### config.mk
export PLATFORM = sky130hd
export DESIGN_NAME = axi_reg_slice
export DESIGN_NICKNAME = d
export VERILOG_FILES = /design/src/rtl/axi_reg_slice.sv
export SDC_FILE = /design/constraint.sdc
export NUM_CORES = 1
export LEC_CHECK = 0
export CAP_MARGIN = 0
export CORE_AREA = 4 4 214 216
export CTS_BUF_LIST = sky130_fd_sc_hd__clkbuf_8
export CTS_CLUSTER_SIZE = 24
export DETAILED_ROUTE_END_ITERATION = 10
export DIE_AREA = 0 0 218 220
export PLACE_DENSITY = 0.8
export RECOVER_POWER = 25
export SLEW_MARGIN = 20
export SYNTH_ARGS = -nofsm -noshare
export SYNTH_HDL_FRONTEND = slang
export SYNTH_HIERARCHICAL = 1
export SYNTH_SLANG_ARGS = --single-unit
### constraint.sdc
create_clock -name uncoreclk -period 4.3 [get_ports uncoreclk]
set_clock_uncertainty 0.2 [all_clocks]
set_input_delay 0.86 -clock uncoreclk [delete_from_list [all_inputs] [get_ports uncoreclk]]
set_output_delay 0.86 -clock uncoreclk [all_outputs]
set_load 0.005 [all_outputs]
### src/rtl/axi_reg_slice.sv
// Full-throughput AXI4 register slice: every channel is output-registered with a skid buffer.
// Latency is one cycle per beat. Upstream ready comes from a flop and drops only when the skid holds a beat.
module axi_reg_slice #(
    parameter int ADDR_W = 32,
    parameter int DATA_W = 64,
    parameter int ID_W   = 8
) (
    input  logic                  uncoreclk,
    input  logic                  uncorerstn,
    // slave side, toward the master
    input  logic [ADDR_W-1:0]     s_axi_awaddr,
    input  logic [ID_W-1:0]       s_axi_awid,
    input  logic [7:0]            s_axi_awlen,
    input  logic [2:0]            s_axi_awsize,
    input  logic [1:0]            s_axi_awburst,
    input  logic                  s_axi_awvalid,
    output logic                  s_axi_awready,
    input  logic [DATA_W-1:0]     s_axi_wdata,
    input  logic [DATA_W/8-1:0]   s_axi_wstrb,
    input  logic                  s_axi_wlast,
    input  logic                  s_axi_wvalid,
    output logic                  s_axi_wready,
    output logic [ID_W-1:0]       s_axi_bid,
    output logic [1:0]            s_axi_bresp,
    output logic                  s_axi_bvalid,
    input  logic                  s_axi_bready,
    input  logic [ADDR_W-1:0]     s_axi_araddr,
    input  logic [ID_W-1:0]       s_axi_arid,
    input  logic [7:0]            s_axi_arlen,
    input  logic [2:0]            s_axi_arsize,
    input  logic [1:0]            s_axi_arburst,
    input  logic                  s_axi_arvalid,
    output logic                  s_axi_arready,
    output logic [DATA_W-1:0]     s_axi_rdata,
    output logic [ID_W-1:0]       s_axi_rid,
    output logic [1:0]            s_axi_rresp,
    output logic                  s_axi_rlast,
    output logic                  s_axi_rvalid,
    input  logic                  s_axi_rready,
    // master side, toward the address mapper
    output logic [ADDR_W-1:0]     m_axi_awaddr,
    output logic [ID_W-1:0]       m_axi_awid,
    output logic [7:0]            m_axi_awlen,
    output logic [2:0]            m_axi_awsize,
    output logic [1:0]            m_axi_awburst,
    output logic                  m_axi_awvalid,
    input  logic                  m_axi_awready,
    output logic [DATA_W-1:0]     m_axi_wdata,
    output logic [DATA_W/8-1:0]   m_axi_wstrb,
    output logic                  m_axi_wlast,
    output logic                  m_axi_wvalid,
    input  logic                  m_axi_wready,
    input  logic [ID_W-1:0]       m_axi_bid,
    input  logic [1:0]            m_axi_bresp,
    input  logic                  m_axi_bvalid,
    output logic                  m_axi_bready,
    output logic [ADDR_W-1:0]     m_axi_araddr,
    output logic [ID_W-1:0]       m_axi_arid,
    output logic [7:0]            m_axi_arlen,
    output logic [2:0]            m_axi_arsize,
    output logic [1:0]            m_axi_arburst,
    output logic                  m_axi_arvalid,
    input  logic                  m_axi_arready,
    input  logic [DATA_W-1:0]     m_axi_rdata,
    input  logic [ID_W-1:0]       m_axi_rid,
    input  logic [1:0]            m_axi_rresp,
    input  logic                  m_axi_rlast,
    input  logic                  m_axi_rvalid,
    output logic                  m_axi_rready
);

    typedef struct packed {
        logic [ADDR_W-1:0] addr;
        logic [ID_W-1:0]   id;
        logic [7:0]        len;
        logic [2:0]        size;
        logic [1:0]        burst;
    } ax_t;

    typedef struct packed {
        logic [DATA_W-1:0]   data;
        logic [DATA_W/8-1:0] strb;
        logic                last;
    } w_t;

    typedef struct packed {
        logic [ID_W-1:0] id;
        logic [1:0]      resp;
    } b_t;

    typedef struct packed {
        logic [DATA_W-1:0] data;
        logic [ID_W-1:0]   id;
        logic [1:0]        resp;
        logic              last;
    } r_t;

    ax_t s_aw, m_aw, s_ar, m_ar;
    w_t  s_w, m_w;
    b_t  s_b, m_b;
    r_t  s_r, m_r;

    assign s_aw = '{addr: s_axi_awaddr, id: s_axi_awid, len: s_axi_awlen,
                    size: s_axi_awsize, burst: s_axi_awburst};
    assign s_ar = '{addr: s_axi_araddr, id: s_axi_arid, len: s_axi_arlen,
                    size: s_axi_arsize, burst: s_axi_arburst};
    assign s_w  = '{data: s_axi_wdata, strb: s_axi_wstrb, last: s_axi_wlast};
    assign m_b  = '{id: m_axi_bid, resp: m_axi_bresp};
    assign m_r  = '{data: m_axi_rdata, id: m_axi_rid, resp: m_axi_rresp, last: m_axi_rlast};

    assign m_axi_awaddr  = m_aw.addr;
    assign m_axi_awid    = m_aw.id;
    assign m_axi_awlen   = m_aw.len;
    assign m_axi_awsize  = m_aw.size;
    assign m_axi_awburst = m_aw.burst;
    assign m_axi_araddr  = m_ar.addr;
    assign m_axi_arid    = m_ar.id;
    assign m_axi_arlen   = m_ar.len;
    assign m_axi_arsize  = m_ar.size;
    assign m_axi_arburst = m_ar.burst;
    assign m_axi_wdata   = m_w.data;
    assign m_axi_wstrb   = m_w.strb;
    assign m_axi_wlast   = m_w.last;
    assign s_axi_bid     = s_b.id;
    assign s_axi_bresp   = s_b.resp;
    assign s_axi_rdata   = s_r.data;
    assign s_axi_rid     = s_r.id;
    assign s_axi_rresp   = s_r.resp;
    assign s_axi_rlast   = s_r.last;

    axi_reg_slice_chan #(.W($bits(ax_t))) u_aw (
        .clk(uncoreclk), .rst_n(uncorerstn),
        .up_vld(s_axi_awvalid), .up_dat(s_aw), .up_rdy(s_axi_awready),
        .dn_vld(m_axi_awvalid), .dn_dat(m_aw), .dn_rdy(m_axi_awready)
    );

    axi_reg_slice_chan #(.W($bits(w_t))) u_w (
        .clk(uncoreclk), .rst_n(uncorerstn),
        .up_vld(s_axi_wvalid), .up_dat(s_w), .up_rdy(s_axi_wready),
        .dn_vld(m_axi_wvalid), .dn_dat(m_w), .dn_rdy(m_axi_wready)
    );

    axi_reg_slice_chan #(.W($bits(b_t))) u_b (
        .clk(uncoreclk), .rst_n(uncorerstn),
        .up_vld(m_axi_bvalid), .up_dat(m_b), .up_rdy(m_axi_bready),
        .dn_vld(s_axi_bvalid), .dn_dat(s_b), .dn_rdy(s_axi_bready)
    );

    axi_reg_slice_chan #(.W($bits(ax_t))) u_ar (
        .clk(uncoreclk), .rst_n(uncorerstn),
        .up_vld(s_axi_arvalid), .up_dat(s_ar), .up_rdy(s_axi_arready),
        .dn_vld(m_axi_arvalid), .dn_dat(m_ar), .dn_rdy(m_axi_arready)
    );

    axi_reg_slice_chan #(.W($bits(r_t))) u_r (
        .clk(uncoreclk), .rst_n(uncorerstn),
        .up_vld(m_axi_rvalid), .up_dat(m_r), .up_rdy(m_axi_rready),
        .dn_vld(s_axi_rvalid), .dn_dat(s_r), .dn_rdy(s_axi_rready)
    );

endmodule

// One channel of the slice: OUT register plus SKID register, payload-agnostic.
// Both valid and ready leave straight from flops, so no input reaches an output combinationally.
module axi_reg_slice_chan #(
    parameter int W = 8
) (
    input  logic         clk,
    input  logic         rst_n,
    input  logic         up_vld,
    input  logic [W-1:0] up_dat,
    output logic         up_rdy,
    output logic         dn_vld,
    output logic [W-1:0] dn_dat,
    input  logic         dn_rdy
);

    typedef enum logic [1:0] {EMPTY, BUSY, FULL} state_t;

    state_t         state_q, state_d;
    logic           vld_q, vld_d;
    logic           rdy_q, rdy_d;
    logic [W-1:0]   out_q, out_d;
    logic [W-1:0]   skid_q, skid_d;
    logic           acc_in, acc_out;

    always_comb begin
        acc_in  = up_vld & rdy_q;
        acc_out = vld_q & dn_rdy;
        state_d = state_q;
        out_d   = out_q;
        skid_d  = skid_q;
        case (state_q)
            EMPTY: begin
                if (acc_in) begin
                    out_d   = up_dat;
                    state_d = BUSY;
                end
            end
            BUSY: begin
                if (acc_in && acc_out) begin
                    out_d = up_dat;
                end else if (acc_in) begin
                    skid_d  = up_dat;
                    state_d = FULL;
                end else if (acc_out) begin
                    state_d = EMPTY;
                end
            end
            FULL: begin
                // ready is low here, so the skid beat always drains before any new input
                if (acc_out) begin
                    out_d   = skid_q;
                    state_d = BUSY;
                end
            end
            default: state_d = EMPTY;
        endcase
        vld_d = (state_d != EMPTY);
        rdy_d = (state_d != FULL);
    end

    always_ff @(posedge clk or negedge rst_n) begin
        if (!rst_n) begin
            state_q <= EMPTY;
            vld_q   <= 1'b0;
            rdy_q   <= 1'b1;
        end else begin
            state_q <= state_d;
            vld_q   <= vld_d;
            rdy_q   <= rdy_d;
        end
    end

    // Payload needs no reset: it is only observed while the matching valid is set.
    always_ff @(posedge clk) begin
        out_q  <= out_d;
        skid_q <= skid_d;
    end

    assign up_rdy = rdy_q;
    assign dn_vld = vld_q;
    assign dn_dat = out_q;

endmodule

=== Word level (Yosys, flattened, before mapping) ===
Index checks and enable logic that the tools add are counted.

* Flip-flop bits (word level): 548
* Input bits: 276
* Output and inout bits: 274
* Word-level logic and storage cells: 150

* Equality and inequality tests: 30
* Multiplexer cells: 50
* Bitwise gates (word level): 15
* Reductions and logical operators: 30

{| class="wikitable"
|+ Operator list
! kind !! number
|-
| two-way mux 53 bit || 6
|-
| one-hot mux 53 bit (3 select lines) || 2
|-
| two-way mux 75 bit || 3
|-
| one-hot mux 75 bit (3 select lines) || 1
|-
| two-way mux 73 bit || 3
|-
| one-hot mux 73 bit (3 select lines) || 1
|-
| two-way mux 2 bit || 25
|-
| two-way mux 10 bit || 3
|-
| != test 2 x 1 -> 1 bit (second input constant) || 15
|-
| one-hot mux 10 bit (3 select lines) || 1
|-
| one-hot mux 2 bit (3 select lines) || 5
|-
| AND reduction 4 bit || 5
|-
| AND reduction 3 bit || 5
|-
| nonzero test 3 bit || 5
|-
| bitwise AND 1 bit || 10
|-
| equality test 2 x 1 -> 1 bit (second input constant) || 5
|-
| equality test 2 bit (second input constant) || 5
|-
| zero test 2 bit || 5
|-
| != test 2 bit (second input constant) || 5
|-
| nonzero test 2 bit || 5
|-
| logical AND 1 bit || 5
|-
| inverter 1 bit || 5
|}

=== Logic depth before layout (Yosys ltp) ===
Gate-level depths: netlist of run 1.

* Word-level depth: 6
* Mapped depth: 6
* Depth with buffers taken out: 3

=== Modules after synthesis ===
Netlist of run 1, hierarchy kept.

{| class="wikitable"
|+ Modules (own cells, without submodules)
! module !! times used !! cells each !! area an instance (um^2) !! sequential area each (um^2)
|-
| axi_reg_slice_chan (u_ar ...) || 2 || 184 || 4137.7 || 3284.4
|-
| axi_reg_slice_chan (u_r) || 1 || 253 || 5645.4 || 4605.7
|-
| axi_reg_slice_chan (u_w) || 1 || 247 || 5592.9 || 4485.6
|-
| axi_reg_slice_chan (u_b) || 1 || 51 || 957.2 || 701.9
|}

=== Worst setup path before layout of run 1 ===
OpenSTA, ideal clock, no wires.

* Path kind: input to register
* Start point: input port m_axi_rvalid
* End point: register u_r.skid_q[0] (enable)
* Library setup time: 0.442 ns
* Arrival: 2.874 ns
* Required time: 3.658 ns
* Setup slack: 0.785 ns
* Cell stages on the path: 2
* Buffers on the path: 0
* Cell sequence: and3b_1 and3_1

* Longest elaborated chain between the ends: 4

{| class="wikitable"
|+ Ends and longest elaborated chain
! item !! line !! source
|-
| from (decl) || 68 || <nowiki>input logic m_axi_rvalid,</nowiki>
|-
| bitwise AND 1 bit * || 188 || <nowiki>acc_in = up_vld & rdy_q;</nowiki>
|-
| logical AND 1 bit || 201 || <nowiki>if (acc_in && acc_out) begin</nowiki>
|-
| inverter 1 bit (no source line) || - ||
|-
| AND reduction 3 bit (no source line) * || - ||
|-
| to (signal assigned) || 238 || <nowiki>skid_q <= skid_d;</nowiki>
|-
| to (decl) || 184 || <nowiki>logic [W-1:0] skid_q, skid_d;</nowiki>
|}

Every way passes the cells marked *; elsewhere a longest branch is shown, timed or not.
A chain may end at the register's enable or synchronous reset.

=== Worst setup path in the final report of run 1 ===
* Start point: register u_ar.state_q[0]
* End point: register u_ar.out_q[21] (netlist: u_ar/dn_dat[21]), data pin

* Longest elaborated chain between the ends: 2
* Elaborated cells between the ends (all ways): 4
* Those cells by class: eq/ne (2); mux (1); reduce/logical (1)

{| class="wikitable"
|+ Ends and longest elaborated chain
! item !! line !! source
|-
| from (decl) || 180 || <nowiki>state_t state_q, state_d;</nowiki>
|-
| from (signal assigned) || 229 || <nowiki>state_q <= state_d;</nowiki>
|-
| equality test 2 bit, or another cell as far along || 193 || <nowiki>case (state_q)</nowiki>
|-
| one-hot mux 53 bit (3 select lines) * || 193 ||
|-
| named net u_ar.out_d[21] || 183 || <nowiki>logic [W-1:0] out_q, out_d;</nowiki>
|-
| to (signal assigned) || 237 || <nowiki>out_q <= out_d;</nowiki>
|-
| to (decl) || 183 ||
|}

The timed path passes the listed nets; every way through them passes the cells marked *.

==> out/results.txt, run 1 <==
The logs give 360 MHz for the achievable clock frequency and 49.5% for the power share of the sequential group. Of the cells placed in the final design, the portion with a size suffix greater than 1 is 23.1%. Yosys attributes the largest share of cell area to edfxtp_1, mux2_2, mux2_4.

The region available for standard cell placement spans 43900 µm². The congestion estimate from routability-driven global placement came to 0.804. The multiplexer share of the synthesized area is 16.2%. The number of hold buffers added after cts is 0. The core occupancy in the finished layout is 63.9%, and the flip-flop and latch count after synthesis is 548. For the length of the first detailed-routing pass in iterations, the log shows 5. Prior to clock tree synthesis, the placed netlist has a worst setup slack of 1110 ps.

The tightest min-delay check is of the flop to flop type. Number of buffer and inverter stages on the critical path: 1. Global routing finished with a remaining overflow of 0.

The flow ran to the end, but the final reports show violations. The initial antenna violation count is 24. Walking the worst path, the cells encountered are nor2b_1 > clkbuf_2 > mux2_2. Each instance of the synthesized netlist takes up on average 22.3 µm². In this run the horizontal extent of the chip is 218 µm.

Entering global routing, the biggest net connects 77 pins. The switching share of power is 26.8%, and the number of max-capacitance violations reported is 2. The number of setup buffers added after CTS is 0. During synthesis, Yosys emitted a total of 6 warnings. For this design the ratio of total power to cell area is 606 nW/µm². The endpoint identified for the worst register-to-register timing path is u_ar/dn_dat[21]$_DFFE_PP_. The tree built by TritonCTS fans out to 548 sinks. For the worst-skew pair, the clock arrives at the later sink with an insertion delay of 650 ps. On the critical path, the stage with the largest delay is an instance of clkbuf_2. The synthesized design spends more area on one cell type than any other, namely edfxtp_1. The estimated wirelength of the detail-placed design came out at 34900 µm. The startpoint identified for the worst hold timing path is u_ar/state_q[1]$_DFF_PN0_.

The count of endpoints failing setup in the final report is 0. Part of the power in combinational logic: 27.2%. Post-layout total power: 0.0170 W. The dominant combinational cell family by area after synthesis was multiplexers.

The initial utilization of the core area, before any placement, comes to 46.6%. The tools report the endpoint of the worst hold path as u_ar/dn_vld$_DFF_PN0_. The delay of the slowest cell on the worst path was 1240 ps; the slew at the pin closest to its max-slew limit was 1730 ps. The net count of the finished layout is 1816.

The first global-routing pass estimated 70900 µm of wire. The post-synthesis sequential area ratio came out at 79.9%. Of the available clock period, the critical path in the final layout requires 64.5%. The worst setup path is captured at a flop. Kind of critical path: flop to flop. The average vias per placed instance came out at 4.96. Global routing used 19.7% of the available tracks across all layers. The start of the worst register-to-register path was u_ar/state_q[0]$_DFF_PN0_. For the number of hold-slack violations in the final timing report, the log shows 0. TritonCTS built the clock tree. In the routed design, unresolved DRC markers number 0. The run gives 22 as the post-synthesis cell type count. The detailed-route wire length per cell is 22.2 µm. The checks that failed: max-capacitance violations, max-slew violations.

The clock network accounts for 23.3% of the total power. The logs give 1530 ps for the setup slack of the most critical reg-to-reg path and 78 for the max-slew violation count. TritonCTS created 86 clock buffers.

The run gives 3 as the worst-case clock buffer depth. Cell internal power was estimated by the tool at 0.0125 W. Compared with the post-synthesis result, the final layout area differs by 37.2%. The run gives 0 ps as the sum of negative setup slack.

The run gives 0.00455 W as the net load switching power. Counting buffers and inverters, the worst setup path is 3 cells deep. The synthesized netlist devotes 1.46% of its cell area to simple gates. The smallest clock period supported by the final layout is computed as 2770 ps. The top cell type by area accounts for 77.5% of the synthesized area. The run gives 3 as the H-tree depth. Setup repair after global routing left no endpoint under its margin. From bottom edge to top edge, the die measures 220 µm.

The detailed-route wire length is 49100 µm, and the number of DRC markers in iteration 0 is 681. For the via count of the routed design, the log shows 11.0k. Summed over all cells, the static leakage comes to 9.76 nW. 550 I/O pins were placed.

In this run the core area contains 77 standard-cell rows. After Yosys synthesis, full adders, half adders and majority gates account for 0% of the synthesized area. The count of nets left with antenna violations once routing finished came out at 0. The top cell family by delay on the critical path is buffers and inverters.

The clock-pin transition on the worst setup and hold timing paths is 60 ps, and the floorplan die area is 48000 µm². The highest fanout seen on the critical path works out to 56. The share of the synthesized netlist area taken by xor and xnor gates was 0%.

The number of global-route vias before repair is 11.8k, and the data arrival at the endpoint of the critical path is 2960 ps. The run gives 1195 as the synthesized net count. The summed instance area of the synthesized netlist is 20500 µm², and the worst-case setup margin in the final layout is 1530 ps. During placement, the flow inserted port buffers numbering 549. The cell count after synthesis came out at 919. STA classifies the critical path startpoint as a flop.

The cell depth of the worst min-delay path came out at 1. The post-synthesis compound-gate area fraction works out to 0.856%. The depth of the worst register-to-register path is 3, and the normalized max-slew margin is -15.2%. CTS placed an instance of clkbuf_8 at the clock tree root. The data required time at the worst endpoint came out at 4480 ps.

The number of cells upsized or downsized after cts came out at 0. The maximum resistive drop on vdd was 524 µV.
-- layout by cell type (no fill, tap or decap) --
cell type and n:
nand2_2 2, clkinv_1 21, mux2_4 59, o21ai_0 5, nor2b_1 2, and2_0 1, mux2_1 27, diode_2 21
clkbuf_2 1, inv_6 5, and3b_1 5, clkinv_2 7, nand2_1 11, and3_1 2, a21boi_0 5, buf_12 5
bufinv_16 2, clkbuf_1 1, and3_4 2, nor2b_4 3, dlygate4sd3_1 268, dfrtp_1 15, nand2b_1 5, o21bai_1 10
nand4b_1 5, clkdlybuf4s50_1 281, clkbuf_8 86, nand2_4 2, inv_1 29, dfstp_2 5, edfxtp_1 528, o21a_1 5
mux2_2 178, and2_1 4, nand3_1 5, clkinvlp_4 3, and3_2 1, buf_4 9
-- power by group through the flow --
stage / registers [W] / logic, W / clock network [W]
final: 0.00842 / 0.00462 / 0.00396
after global routing: 0.00857 / 0.00490 / 0.00436
after CTS: 0.00845 / 0.00477 / 0.00410
after detailed placement: 0.00853 / 0.00474 / 0
after global placement: 0.00849 / 0.00466 / 0
after floorplan: 0.00856 / 0.00168 / 0
-- flip-flops by register name, indices dropped and copies added (netlist names), 53 cells and up --
| register | cells |
|---|---|
| u_aw/dn_dat | 53 |
| u_ar/skid_q | 53 |
| u_aw/skid_q | 53 |
| u_w/dn_dat | 73 |
| u_r/skid_q | 75 |
| u_r/dn_dat | 75 |
| u_w/skid_q | 73 |
| u_ar/dn_dat | 53 |
-- how the worst max path moves through the flow --
stage	endpoint	slack (ps)	from
floorplan	u_r/skid_q[0]$_DFFE_PP_	780	m_axi_rvalid
global placement	u_w/skid_q[62]$_DFFE_PP_	1170	s_axi_wvalid
detailed placement	u_w/skid_q[52]$_DFFE_PP_	1110	s_axi_wvalid
CTS	m_axi_rready	1450	u_r/up_rdy$_DFF_PN1_
global route	u_ar/dn_dat[12]$_DFFE_PP_	1360	u_ar/state_q[0]$_DFF_PN0_
finish	u_ar/dn_dat[21]$_DFFE_PP_	1530	u_ar/state_q[0]$_DFF_PN0_
-- worst register-to-register path, stage by stage (launching register included) --
cell and delay, ps:
dfrtp_1 430, nor2b_1 170, clkbuf_2 1240, mux2_2 480
-- kinds of logic after synthesis --
kind of cell | after synthesis
buffers and inverters | 32
DFF | 548
muxes | 264
and+or+nand+nor | 50
AOI/OAI and AO/OA | 25
-- cells in the mapped netlist, drive strengths merged --
library cell and number:
a21boi 5, and2 5, and3 5, and3b 5, buf 32, dfrtp 15, dfstp 5, edfxtp 528
mux2 264, nand2 15, nand2b 5, nand3 5, nand4b 5, nor2b 5, o21a 5, o21ai 5
o21bai 10
-- stage by stage --
step | std cells | hold slack, ps | cell area (µm²)
floorplan | 919 | 249 | 20500
global placement | 2043 | 278 | 26600
detailed placement | 2043 | 289 | 26600
CTS | 2196 | 297 | 28100
global route | 2209 | 334 | 28100
finish | 2218 | 311 | 28100
-- routing by layer --
metal	routed length (µm)	GRT usage, %
met5	82	0
met2	23900	31.5
met1	18300	23.1
met4	1690	9.33
met3	5210	8.54
-- cell type report --
class                   count  area [µm²]
diodes                     21        52.6
clock buffers              86        1180
clock inverters            67         349
fillers                  3074       15900
multi-input cells         339        3720
flip-flops and latches    548       16400
well taps                 592         741
repair buffers            565        5670
(Power assumes the default switching activity.)
==> inputs of run 2 (changes only) <==
==> constraint.sdc (replaced) <==
create_clock -name uncoreclk -period 2.9 [get_ports uncoreclk]
set_clock_uncertainty 0.2 [all_clocks]
set_input_delay 0.58 -clock uncoreclk [delete_from_list [all_inputs] [get_ports uncoreclk]]
set_output_delay 0.58 -clock uncoreclk [all_outputs]
set_load 0.005 [all_outputs]
==> out/results.txt, run 2 (synthesis gave the netlist of run 1 again) <==
The data required time at the worst endpoint was 3070 ps (was 4480 ps). The kind of path behind the tightest hold check was flop to flop (unchanged). The tools report the number of standard cells in the layout, taps in and fillers out as 2229 (was 2218). The number of cells upsized or downsized after cts was 0 (unchanged). Violations in the final reports: max-capacitance violations, max-slew violations (unchanged).

The starting utilization of the core area was 46.6% (unchanged); the estimated wirelength of the detail-placed design was 35000 µm (was 34900 µm). The run gives 1827 (was 1816) as the net count of the finished layout. The number of buffer and inverter stages on the critical path is 1 (unchanged). The length of the first detailed-routing pass in iterations is 5 (unchanged). The wire length of the first global-routing pass was 70800 µm (was 70900 µm).

The top cell family by delay on the critical path is buffers and inverters (unchanged). Number of max-capacitance violations reported: 2 (unchanged). Normalized max-slew margin: -16.0% (was -15.2%).

The total global routing track utilization was 19.6% (was 19.7%); the detailed-route wire length per cell was 22.0 µm (was 22.2 µm). The height of the chip came out at 220 µm (unchanged). The final period demand of the worst path was 2640 ps (was 2770 ps); the CTS buffer count was 86 (unchanged). The post-detailed-route count of antenna-violating nets is 0 (unchanged), and the row count is 77 (unchanged). The run finished, with violations left. Top library cells by usage in the layout, fill and taps aside: edfxtp_1, clkdlybuf4s50_1, dlygate4sd3_1, mux2_2, clkbuf_8 (unchanged). The post-synthesis to final-layout area growth is 38.4% (was 37.2%), and the number of DRC markers in iteration 0 is 717 (was 681).

Power density normalized to cell area: 902 nW/µm² (was 606 nW/µm²). The cell chosen for the clock root is clkbuf_8 (unchanged). The logs give 2820 ps (was 2960 ps) for the data arrival at the endpoint of the critical path and 3 (unchanged) for the worst-case clock buffer depth. The ratio of final minimum period to clock period works out to 91.2% (was 64.5%). The leakage dissipation is 9.92 nW (was 9.76 nW), and the slew at the pin closest to its max-slew limit is 1740 ps (was 1730 ps).

Maximum resistive drop on vdd: 596 µV (was 524 µV). The latest clock arrival within the worst-skew pair came out at 640 ps (was 650 ps). The max-slew violation count came out at 78 (unchanged). Total number of clock tree sinks: 548 (unchanged). The highest fanout seen on the critical path works out to 56 (unchanged). The floorplan die area is 48000 µm² (unchanged). For the achievable clock frequency, the log shows 378 MHz (was 360 MHz). TritonCTS built the clock tree. The run gives 0 (unchanged) as the number of hold-slack violations in the final timing report. The H-tree depth is 3 (unchanged). Setup repair after global routing left no endpoint under its margin. The number of hold buffers added after cts came out at 0 (unchanged). The clock-pin transition on the worst setup and hold timing paths was 60 ps (about the same). The port buffer count was 549 (unchanged); the post-CTS setup buffer count was 0 (unchanged). The number of global-route vias before repair was 11.8k (about the same).

Average vias per placed instance: 4.94 (was 4.96). The tools report the kind of end point of the critical path as a flop (unchanged). The tools report the launching element type of the critical path as a flop (unchanged). The layout cell share with drive strength beyond 1 is 24.2% (was 23.1%), and the via count of the routed design is 11.0k (about the same). The leftover overflow at the end of global routing was 0 (unchanged); the detailed-route wire length was 49000 µm (was 49100 µm). The run gives 0 (unchanged) as the count of endpoints failing setup in the final report. The delay of the slowest cell on the worst path works out to 1140 ps (was 1240 ps). The placeable core region is 43900 µm² (unchanged), and the horizontal die dimension is 218 µm (unchanged). The run gives 57 (was 77) as the largest net degree at the start of global routing. Cell with the biggest individual delay on the critical path: buf_2 (was clkbuf_2). The final routed DRC violation total was 0 (unchanged).

Worst path cell trace: nor2b_4 > buf_2 > mux2_2 (was nor2b_1 > clkbuf_2 > mux2_2). The placed cell count came out at 2055 (was 2043). For the sum of negative setup slack, the log shows 0 ps (unchanged). The initial antenna violation count is 26 (was 24).

The number of I/O pins is 550 (unchanged). Kind of critical path: flop to flop (unchanged). The most common cell after layout, fill and taps aside is edfxtp_1 (unchanged).

The tools report the routability congestion estimate from global placement as 0.816 (was 0.804).
-- run 2: worst register-to-register path: stages (launching register included) --
cell and delay [ps]:
dfrtp_1 450, nor2b_4 140, buf_2 1140, mux2_2 460
-- run 2: routing by layer --
| layer | part of all wire, % | GRT usage [%] | routed length (µm) |
|---|---|---|---|
| met2 | 51 | 32.7 | 24900 |
| met1 | 36 | 22.2 | 17900 |
| met4 | 2.6 | 7.35 | 1280 |
| met5 | 0.20 | 0 | 98 |
| met3 | 10 | 8.83 | 4880 |
-- run 2: metrics by stage --
stage | worst slack [ps] | power, W | area, µm² | hold WS [ps] | util (%)
floorplan | 193 | 0.0151 | 20500 | 84.4 | -
global placement | 446 | 0.0197 | 26800 | 288 | 61.0
detailed placement | 405 | 0.0198 | 26800 | 297 | 61.0
CTS | 301 | 0.0260 | 28400 | 74.9 | 64.7
global route | 130 | 0.0267 | 28300 | 335 | 64.4
finish | 255 | 0.0255 | 28300 | 311 | 64.5
-- run 2: final cells by class --
| class | instances | area, µm² |
|---|---|---|
| repair buffers | 576 | 5820 |
| fillers | 3004 | 15600 |
| multi-input cells | 339 | 3750 |
| diodes | 15 | 37.5 |
| flip-flops and latches | 548 | 16400 |
| clock inverters | 68 | 359 |
| clock buffers | 91 | 1250 |
| well taps | 592 | 741 |
-- run 2: path summary, 6_finish.rpt --
kind                                            from                        end  slack, ps  cells after the start
max reg2reg                u_aw/state_q[0]$_DFF_PN0_  u_aw/dn_dat[50]$_DFFE_PP_        260                      3
min in group asynchronous                 uncorerstn       u_r/dn_vld$_DFF_PN0_        740                      2
max in group asynchronous                 uncorerstn      u_ar/dn_vld$_DFF_PN0_        720                      2
min reg2reg                 u_r/state_q[1]$_DFF_PN0_       u_r/dn_vld$_DFF_PN0_        310                      1
max                        u_aw/state_q[0]$_DFF_PN0_  u_aw/dn_dat[50]$_DFFE_PP_        260                      3
min                         u_r/state_q[1]$_DFF_PN0_       u_r/dn_vld$_DFF_PN0_        310                      1
-- run 2: where the power goes --
part | internal [W] | switching (W) | total, W
clock | 0.00311 | 0.00295 | 0.00606
combinational | 0.00398 | 0.00301 | 0.00699
sequential | 0.0117 | 0.000815 | 0.0125
total | 0.0188 | 0.00678 | 0.0255
